==> src/rtl/mux_scan_if.sv <==
// mux_scan_if -- bus bundle for the mux_scan channel multiplexer.
//
// Parameters: WIDTH (bits per channel), CHANNELS (number of channels).
// SEL_W is derived from CHANNELS and is not meant to be overridden.
//
// Signals:
//   in_bus    CHANNELS*WIDTH  channel i on bits [i*WIDTH +: WIDTH]
//   sel       SEL_W           manual channel select
//   mode      1               0 = manual, 1 = scan
//   en        1               block enable
//   ch_mask   CHANNELS        per-channel enable (only with MUX_SCAN_MASK_EN)
//   out       WIDTH           registered selected data
//   out_chan  SEL_W           channel index currently on out
//   out_valid 1               out/out_chan hold a legal sample
//   wrap      1               one-cycle pulse on scan wrap-around
//
// Modports: master drives the inputs (source/consumer side), slave is the mux.
// Optional feature macro: MUX_SCAN_MASK_EN.

interface mux_scan_if #(
   parameter int WIDTH    = 8,
   parameter int CHANNELS = 4
);
   localparam int SEL_W = $clog2(CHANNELS);

   logic [CHANNELS*WIDTH-1:0] in_bus;
   logic [SEL_W-1:0]          sel;
   logic                      mode;
   logic                      en;
`ifdef MUX_SCAN_MASK_EN
   logic [CHANNELS-1:0]       ch_mask;
`endif
   logic [WIDTH-1:0]          out;
   logic [SEL_W-1:0]          out_chan;
   logic                      out_valid;
   logic                      wrap;

   modport master (
      output in_bus, sel, mode, en,
`ifdef MUX_SCAN_MASK_EN
      output ch_mask,
`endif
      input  out, out_chan, out_valid, wrap
   );

   modport slave (
      input  in_bus, sel, mode, en,
`ifdef MUX_SCAN_MASK_EN
      input  ch_mask,
`endif
      output out, out_chan, out_valid, wrap
   );
endinterface

==> src/rtl/mux_scan.sv <==
// mux_scan -- registered N-channel x W-bit multiplexer with a manual-select
// mode and an automatic round-robin scan mode with programmable dwell.
//
// Parameters: WIDTH (data width), CHANNELS (2..16), DWELL (cycles per channel
// in scan mode, >= 1). SEL_W = ceil(log2(CHANNELS)) is derived.
//
// Ports:
//   clk    rising-edge clock
//   rst_n  synchronous active-low reset
//   bus    mux_scan_if.slave: in_bus, sel, mode, en, [ch_mask] in;
//          out, out_chan, out_valid, wrap out (all registered)
//
// Optional feature macro: MUX_SCAN_MASK_EN adds ch_mask; scan then only visits
// enabled channels and manual selection of a masked channel is rejected.
// Without it every channel counts as enabled.

module mux_scan #(
   parameter int WIDTH    = 8,
   parameter int CHANNELS = 4,
   parameter int DWELL    = 4
) (
   input logic       clk,
   input logic       rst_n,
   mux_scan_if.slave bus
);
   localparam int SEL_W = $clog2(CHANNELS);
   localparam int DW_W  = (DWELL > 1) ? $clog2(DWELL) : 1;

   typedef enum logic [1:0] {IDLE, MANUAL, SCAN} state_t;

   state_t                    state;
   logic [SEL_W-1:0]          p;
   logic [DW_W-1:0]           d;
   logic [WIDTH-1:0]          out_r;
   logic [SEL_W-1:0]          out_chan_r;
   logic                      out_valid_r;
   logic                      wrap_r;

   logic [CHANNELS*WIDTH-1:0] in_data;
   logic [CHANNELS-1:0]       mask;
   logic                      sel_ok;
   logic                      any_en;
   logic                      advance;
   logic [SEL_W-1:0]          first_ch;
   logic [SEL_W-1:0]          step_ch;

   assign in_data = bus.in_bus;

`ifdef MUX_SCAN_MASK_EN
   assign mask = bus.ch_mask;
`else
   assign mask = '1;
`endif

   // Selects channel idx from the packed bus; out-of-range indices give 0
   // and are never registered because callers qualify them first.
   function automatic logic [WIDTH-1:0] pick(input logic [CHANNELS*WIDTH-1:0] data,
                                             input logic [SEL_W-1:0] idx);
      pick = '0;
      for (int i = 0; i < CHANNELS; i++) begin
         if (idx == SEL_W'(i)) pick = data[i*WIDTH +: WIDTH];
      end
   endfunction

   // True when idx names an existing channel that is enabled in m.
   function automatic logic is_enabled(input logic [CHANNELS-1:0] m,
                                       input logic [SEL_W-1:0] idx);
      is_enabled = 1'b0;
      for (int i = 0; i < CHANNELS; i++) begin
         if (idx == SEL_W'(i) && m[i]) is_enabled = 1'b1;
      end
   endfunction

   // Lowest enabled channel, used as the scan start point.
   function automatic logic [SEL_W-1:0] lowest(input logic [CHANNELS-1:0] m);
      lowest = '0;
      for (int i = CHANNELS - 1; i >= 0; i--) begin
         if (m[i]) lowest = SEL_W'(i);
      end
   endfunction

   // Next enabled channel strictly after c, ascending with wrap. If c is the
   // only enabled channel the search comes back round to c itself.
   function automatic logic [SEL_W-1:0] next_ch(input logic [CHANNELS-1:0] m,
                                                input logic [SEL_W-1:0] c);
      logic found;
      int   idx;
      next_ch = c;
      found   = 1'b0;
      for (int k = 1; k <= CHANNELS; k++) begin
         idx = (int'(c) + k) % CHANNELS;
         if (!found && m[idx]) begin
            next_ch = SEL_W'(idx);
            found   = 1'b1;
         end
      end
   endfunction

   assign sel_ok   = is_enabled(mask, bus.sel);
   assign any_en   = |mask;
   assign first_ch = lowest(mask);
   assign step_ch  = next_ch(mask, p);
   // Leave the current channel at the end of its dwell, or at once if it
   // has just been masked off.
   assign advance  = !is_enabled(mask, p) || (d == DW_W'(DWELL - 1));

   // Single-process FSM: state, scan pointer/dwell counter and all outputs
   // are registered together. en/mode pick the next state every cycle;
   // leaving SCAN clears p and d so the next scan entry always restarts.
   always_ff @(posedge clk) begin
      if (!rst_n) begin
         state       <= IDLE;
         p           <= '0;
         d           <= '0;
         out_r       <= '0;
         out_chan_r  <= '0;
         out_valid_r <= 1'b0;
         wrap_r      <= 1'b0;
      end else if (!bus.en) begin
         state       <= IDLE;
         p           <= '0;
         d           <= '0;
         out_valid_r <= 1'b0;
         wrap_r      <= 1'b0;
      end else if (!bus.mode) begin
         state  <= MANUAL;
         p      <= '0;
         d      <= '0;
         wrap_r <= 1'b0;
         if (sel_ok) begin
            out_r       <= pick(in_data, bus.sel);
            out_chan_r  <= bus.sel;
            out_valid_r <= 1'b1;
         end else begin
            out_valid_r <= 1'b0;
         end
      end else begin
         state <= SCAN;
         if (!any_en) begin
            // Nothing to scan: hold the last sample and freeze the dwell.
            out_valid_r <= 1'b0;
            wrap_r      <= 1'b0;
            if (state != SCAN) begin
               p <= '0;
               d <= '0;
            end
         end else if (state != SCAN) begin
            p           <= first_ch;
            d           <= '0;
            out_r       <= pick(in_data, first_ch);
            out_chan_r  <= first_ch;
            out_valid_r <= 1'b1;
            wrap_r      <= 1'b0;
         end else if (advance) begin
            p           <= step_ch;
            d           <= '0;
            out_r       <= pick(in_data, step_ch);
            out_chan_r  <= step_ch;
            out_valid_r <= 1'b1;
            wrap_r      <= (step_ch <= p);
         end else begin
            d           <= d + 1'b1;
            out_r       <= pick(in_data, p);
            out_chan_r  <= p;
            out_valid_r <= 1'b1;
            wrap_r      <= 1'b0;
         end
      end
   end

   assign bus.out       = out_r;
   assign bus.out_chan  = out_chan_r;
   assign bus.out_valid = out_valid_r;
   assign bus.wrap      = wrap_r;

endmodule

==> src/flat_wrapper.sv <==
// flat-port wrapper written by rule: the top's interface ports become plain ports
module mux_scan_flat 
#(
   parameter int WIDTH    = 8,
   parameter int CHANNELS = 4,
   parameter int DWELL    = 4
)
  (clk, rst_n, bus_in_bus, bus_sel, bus_mode, bus_en, bus_out, bus_out_chan, bus_out_valid, bus_wrap);
  mux_scan_if #(.WIDTH(WIDTH), .CHANNELS(CHANNELS)) bus_i ();
  input logic clk;
  input logic rst_n;
  input wire logic [$bits(bus_i.in_bus)-1:0] bus_in_bus;
  input wire logic [$bits(bus_i.sel)-1:0] bus_sel;
  input wire logic [$bits(bus_i.mode)-1:0] bus_mode;
  input wire logic [$bits(bus_i.en)-1:0] bus_en;
  output wire logic [$bits(bus_i.out)-1:0] bus_out;
  output wire logic [$bits(bus_i.out_chan)-1:0] bus_out_chan;
  output wire logic [$bits(bus_i.out_valid)-1:0] bus_out_valid;
  output wire logic [$bits(bus_i.wrap)-1:0] bus_wrap;
  assign bus_i.in_bus = bus_in_bus;
  assign bus_i.sel = bus_sel;
  assign bus_i.mode = bus_mode;
  assign bus_i.en = bus_en;
  assign bus_out = bus_i.out;
  assign bus_out_chan = bus_i.out_chan;
  assign bus_out_valid = bus_i.out_valid;
  assign bus_wrap = bus_i.wrap;
  mux_scan #(.WIDTH(WIDTH), .CHANNELS(CHANNELS), .DWELL(DWELL)) u_core (.clk(clk), .rst_n(rst_n), .bus(bus_i));
endmodule
==> config.mk <==
export PLATFORM = sky130hd
export DESIGN_NAME = mux_scan_flat
export DESIGN_NICKNAME = d
export VERILOG_FILES = /design/src/rtl/mux_scan_if.sv /design/src/rtl/mux_scan.sv /design/src/flat_wrapper.sv
export SDC_FILE = /design/constraint.sdc
export NUM_CORES = 1
export LEC_CHECK = 0
export ABC_CLOCK_PERIOD_IN_PS = 4900
export CAP_MARGIN = 0
export CORE_ASPECT_RATIO = 0.75
export CORE_MARGIN = 8
export CORE_UTILIZATION = 49
export CTS_BUF_LIST = sky130_fd_sc_hd__clkbuf_4
export DETAILED_ROUTE_END_ITERATION = 7
export DONT_BUFFER_PORTS = 1
export SKIP_CTS_REPAIR_TIMING = 1
export SLEW_MARGIN = 30
export SYNTH_ARGS = -nofsm -noshare
export SYNTH_HDL_FRONTEND = slang
export SYNTH_SLANG_ARGS = --single-unit
==> constraint.sdc <==
create_clock -name clk -period 4.9 [get_ports clk]
set_clock_uncertainty 0.15 [all_clocks]
set_input_delay 0.735 -clock clk [delete_from_list [all_inputs] [get_ports clk]]
set_output_delay 0.735 -clock clk [all_outputs]
set_load 0.05 [all_outputs]
==> metrics.txt <==
via count of the first global-routing pass ~1600; num rows 18; final clock period utilization by the worst path 0.497; Placed Area around 0.0016 mm^2; RSZ-0062 raised after global routing no; area delta synth->final -1.48%; final core occ 0.493; Root Driver clkbuf_4; Fin Setup TNS 0 ns; P per Cell Area slightly above 200 mW/mm^2; number of diodes 0; sequential share of the synthesized area 0.224; Top Ports 50; YS warnings 0; worst path cell trace ha_1 > or2_0 > a221oi_1 > a2111oi_0 > o21ai_1; leakage 0.602 nW; initial antenna violation count 0; WP data arrival 2.48 ns; Worst Path Class, Setup reg2reg; EDFF count, synth 0; slowest CP cell ha_1; Final Hold Vio Count 0; fraction of layout instances using a drive strength above 1 0.117; CTS tree built; core footprint 0.00322 mm^2; Syn Inst Count 178; mapped cell area 0.00161 mm^2; CP endpoint kind register; grt met3 use 0.0695; global routing usage on met1 0.258; met2 usage 0.312; Pins Over Slew Limit 0; clock-pin slew on the worst setup and hold paths between 0.1 and 0.15 ns; GP Congestion ~0.83; type of the worst min-delay path reg2reg; die width 82.2 um; detailed placement HPWL approximately 3900 um; top-area cell type share of the netlist area 0.224; clock sink total 18; reg2reg start u_core.d[0]$_SDFF_PP0_; Mapped Avg Cell Area ~9.0 um^2; CP Launch Point u_core.d[0]$_SDFF_PP0_; CP peak stage delay roughly 0.55 ns; Worst slew margin 0.524; antenna-violating nets left 0; global-route wire length before repair between 8000 and 9000 um; fin nets ~210; Finished Layout Cells ~200; pin count of the biggest net entering global routing 22; Synth async-reset ratio 0; full die area between 0.005 and 0.006 mm^2; clock latency on the worst-skew pair about 0.31 ns; Area contributors post-synth dfxtp_1 22%, mux4_2 11%, a22o_1 8.2%, ha_1 5.4%, a21oi_1 5.0%; CP Launch Type register; Initial DRT Pass Iterations 7; synth unique cells 36; peak supply drop roughly 93 uV; FF+latch count, synth 18; Placed Cells 199; FMAX 0.410 GHz; vias per cell around 7.8; CTS Buffer Depth 2; status completed; crit path time final 2.44 ns; post-route design area around 0.0016 mm^2; CP max FO 17; GR Overflow Total 0; measured slew at the worst slew-check pin ~0.71 ns; ys flop type dfxtp_1; wirelength, routed approximately 5400 um; # DRC 0; Num CTS Buffers 3; Hold Startpoint u_core.d[0]$_SDFF_PP0_; Worst Path Required 4.95 ns; H-tree depth 1; final setup violation count 0; most used routing layer met2; Max Cap Violations 0; Total Routing Usage GR 0.201; Starting DRT DRC Count about 360; Post-Syn Nets roughly 220; area leader, netlist dfxtp_1; wire length per cell roughly 27 um; Port-buffer cells 0; via count ~1600; Starting Density 0.500; die height 65.6 um
worst max-delay path, delay by kind of cell, from the launching register on:
family,cells,cell delay [ns]
AO/OA/AOI/OAI,3,0.73
adder cells (fa/ha/maj),1,0.55
AND/OR/NAND/NOR,1,0.54
flip-flops,1,0.36
layout by cell type, fill, tap and decap left out, types with 2 or more instances in the layout:
master,count
dfxtp_1,18
a21oi_1,16
a22o_1,15
inv_1,12
a221oi_1,9
nand3b_1,9
o221ai_1,8
mux4_2,8
o221a_2,7
a221o_1,7
o211ai_1,7
ha_1,7
nand2_1,5
nand2b_1,4
nor2b_1,4
nor2_1,4
clkbuf_4,3
clkinv_1,2
o21ai_0,2
and3_1,2
nor3b_1,2
power breakdown:
part           switching (W)  internal, W  total [W]
combinational      0.0000191    0.0000313  0.0000504
clock              0.0000540    0.0000297  0.0000837
sequential         0.0000325     0.000154   0.000187
per-stage QoR:
step	hold slack (ns)	total power [W]	worst slack, ns
floorplan	0.258	0.000236	2.92
global placement	0.264	0.000238	2.66
detailed placement	0.280	0.000240	2.51
CTS	0.297	0.000321	2.49
global route	0.325	0.000333	2.27
finish	0.296	0.000321	2.46
final cells by class:
cell class	count	area (um^2)
flip-flops and latches	18	360
clock inverters	1	3.75
clock buffers	3	22.5
multi-input cells	128	1100
well taps	40	50.0
inverters	13	48.8
fillers	319	1630
layer usage:
layer  part of all wire  vias up  wire length (um)
met3               0.14        7               777
met4              0.012        0                65
met5                  0        -                 0
met1               0.38      768              2040
met2               0.47      119              2530
li1                   -      683                 -
synthesized netlist by cell type, types with 2 or more instances:
library cell  count
dfxtp_1          18
a21oi_1          16
a22o_1           15
inv_1            12
a221oi_1          9
clkbuf_1          9
nand3b_1          9
mux4_2            8
o221ai_1          8
a221o_1           7
ha_1              7
o211ai_1          7
o221a_2           7
nand2_1           5
nor2b_1           5
buf_2             4
nand2b_1          4
nor2_1            4
buf_6             3
and3_1            2
buf_1             2
nor3b_1           2
o21ai_0           2
cells by family (layout without fill, tap and decap cells):
group / Yosys count / count (layout) / share of synthesized area
AOI/OAI and AO/OA: 76 / 76 / 0.378
xor gates and xnor gates: 1 / 1 / 0.00544
adders and majority gates: 7 / 7 / 0.0544
buffers and inverters: 32 / 17 / 0.0940
DFF: 18 / 18 / 0.224
muxes: 8 / 8 / 0.112
and+or+nand+nor: 36 / 36 / 0.133
worst paths after layout:
check	to	slack, ns	depth (start not counted)
worst max-delay path	u_core.bus.out[6]$_SDFFE_PN0P_	2.46	5
worst min-delay path	u_core.d[0]$_SDFF_PP0_	0.30	1
worst min register to register	u_core.d[0]$_SDFF_PP0_	0.30	1
worst max register to register	u_core.bus.out[6]$_SDFFE_PN0P_	2.46	5
registers in the layout, indices dropped and copies added, names as in the netlist:
| register | count |
|---|---|
| u_core.p | 2 |
| u_core.state | 2 |
| u_core.bus.out_valid | 1 |
| u_core.bus.wrap | 1 |
| u_core.bus.out_chan | 2 |
| u_core.d | 2 |
| u_core.bus.out | 8 |
Power figures use the tool's default switching activity.
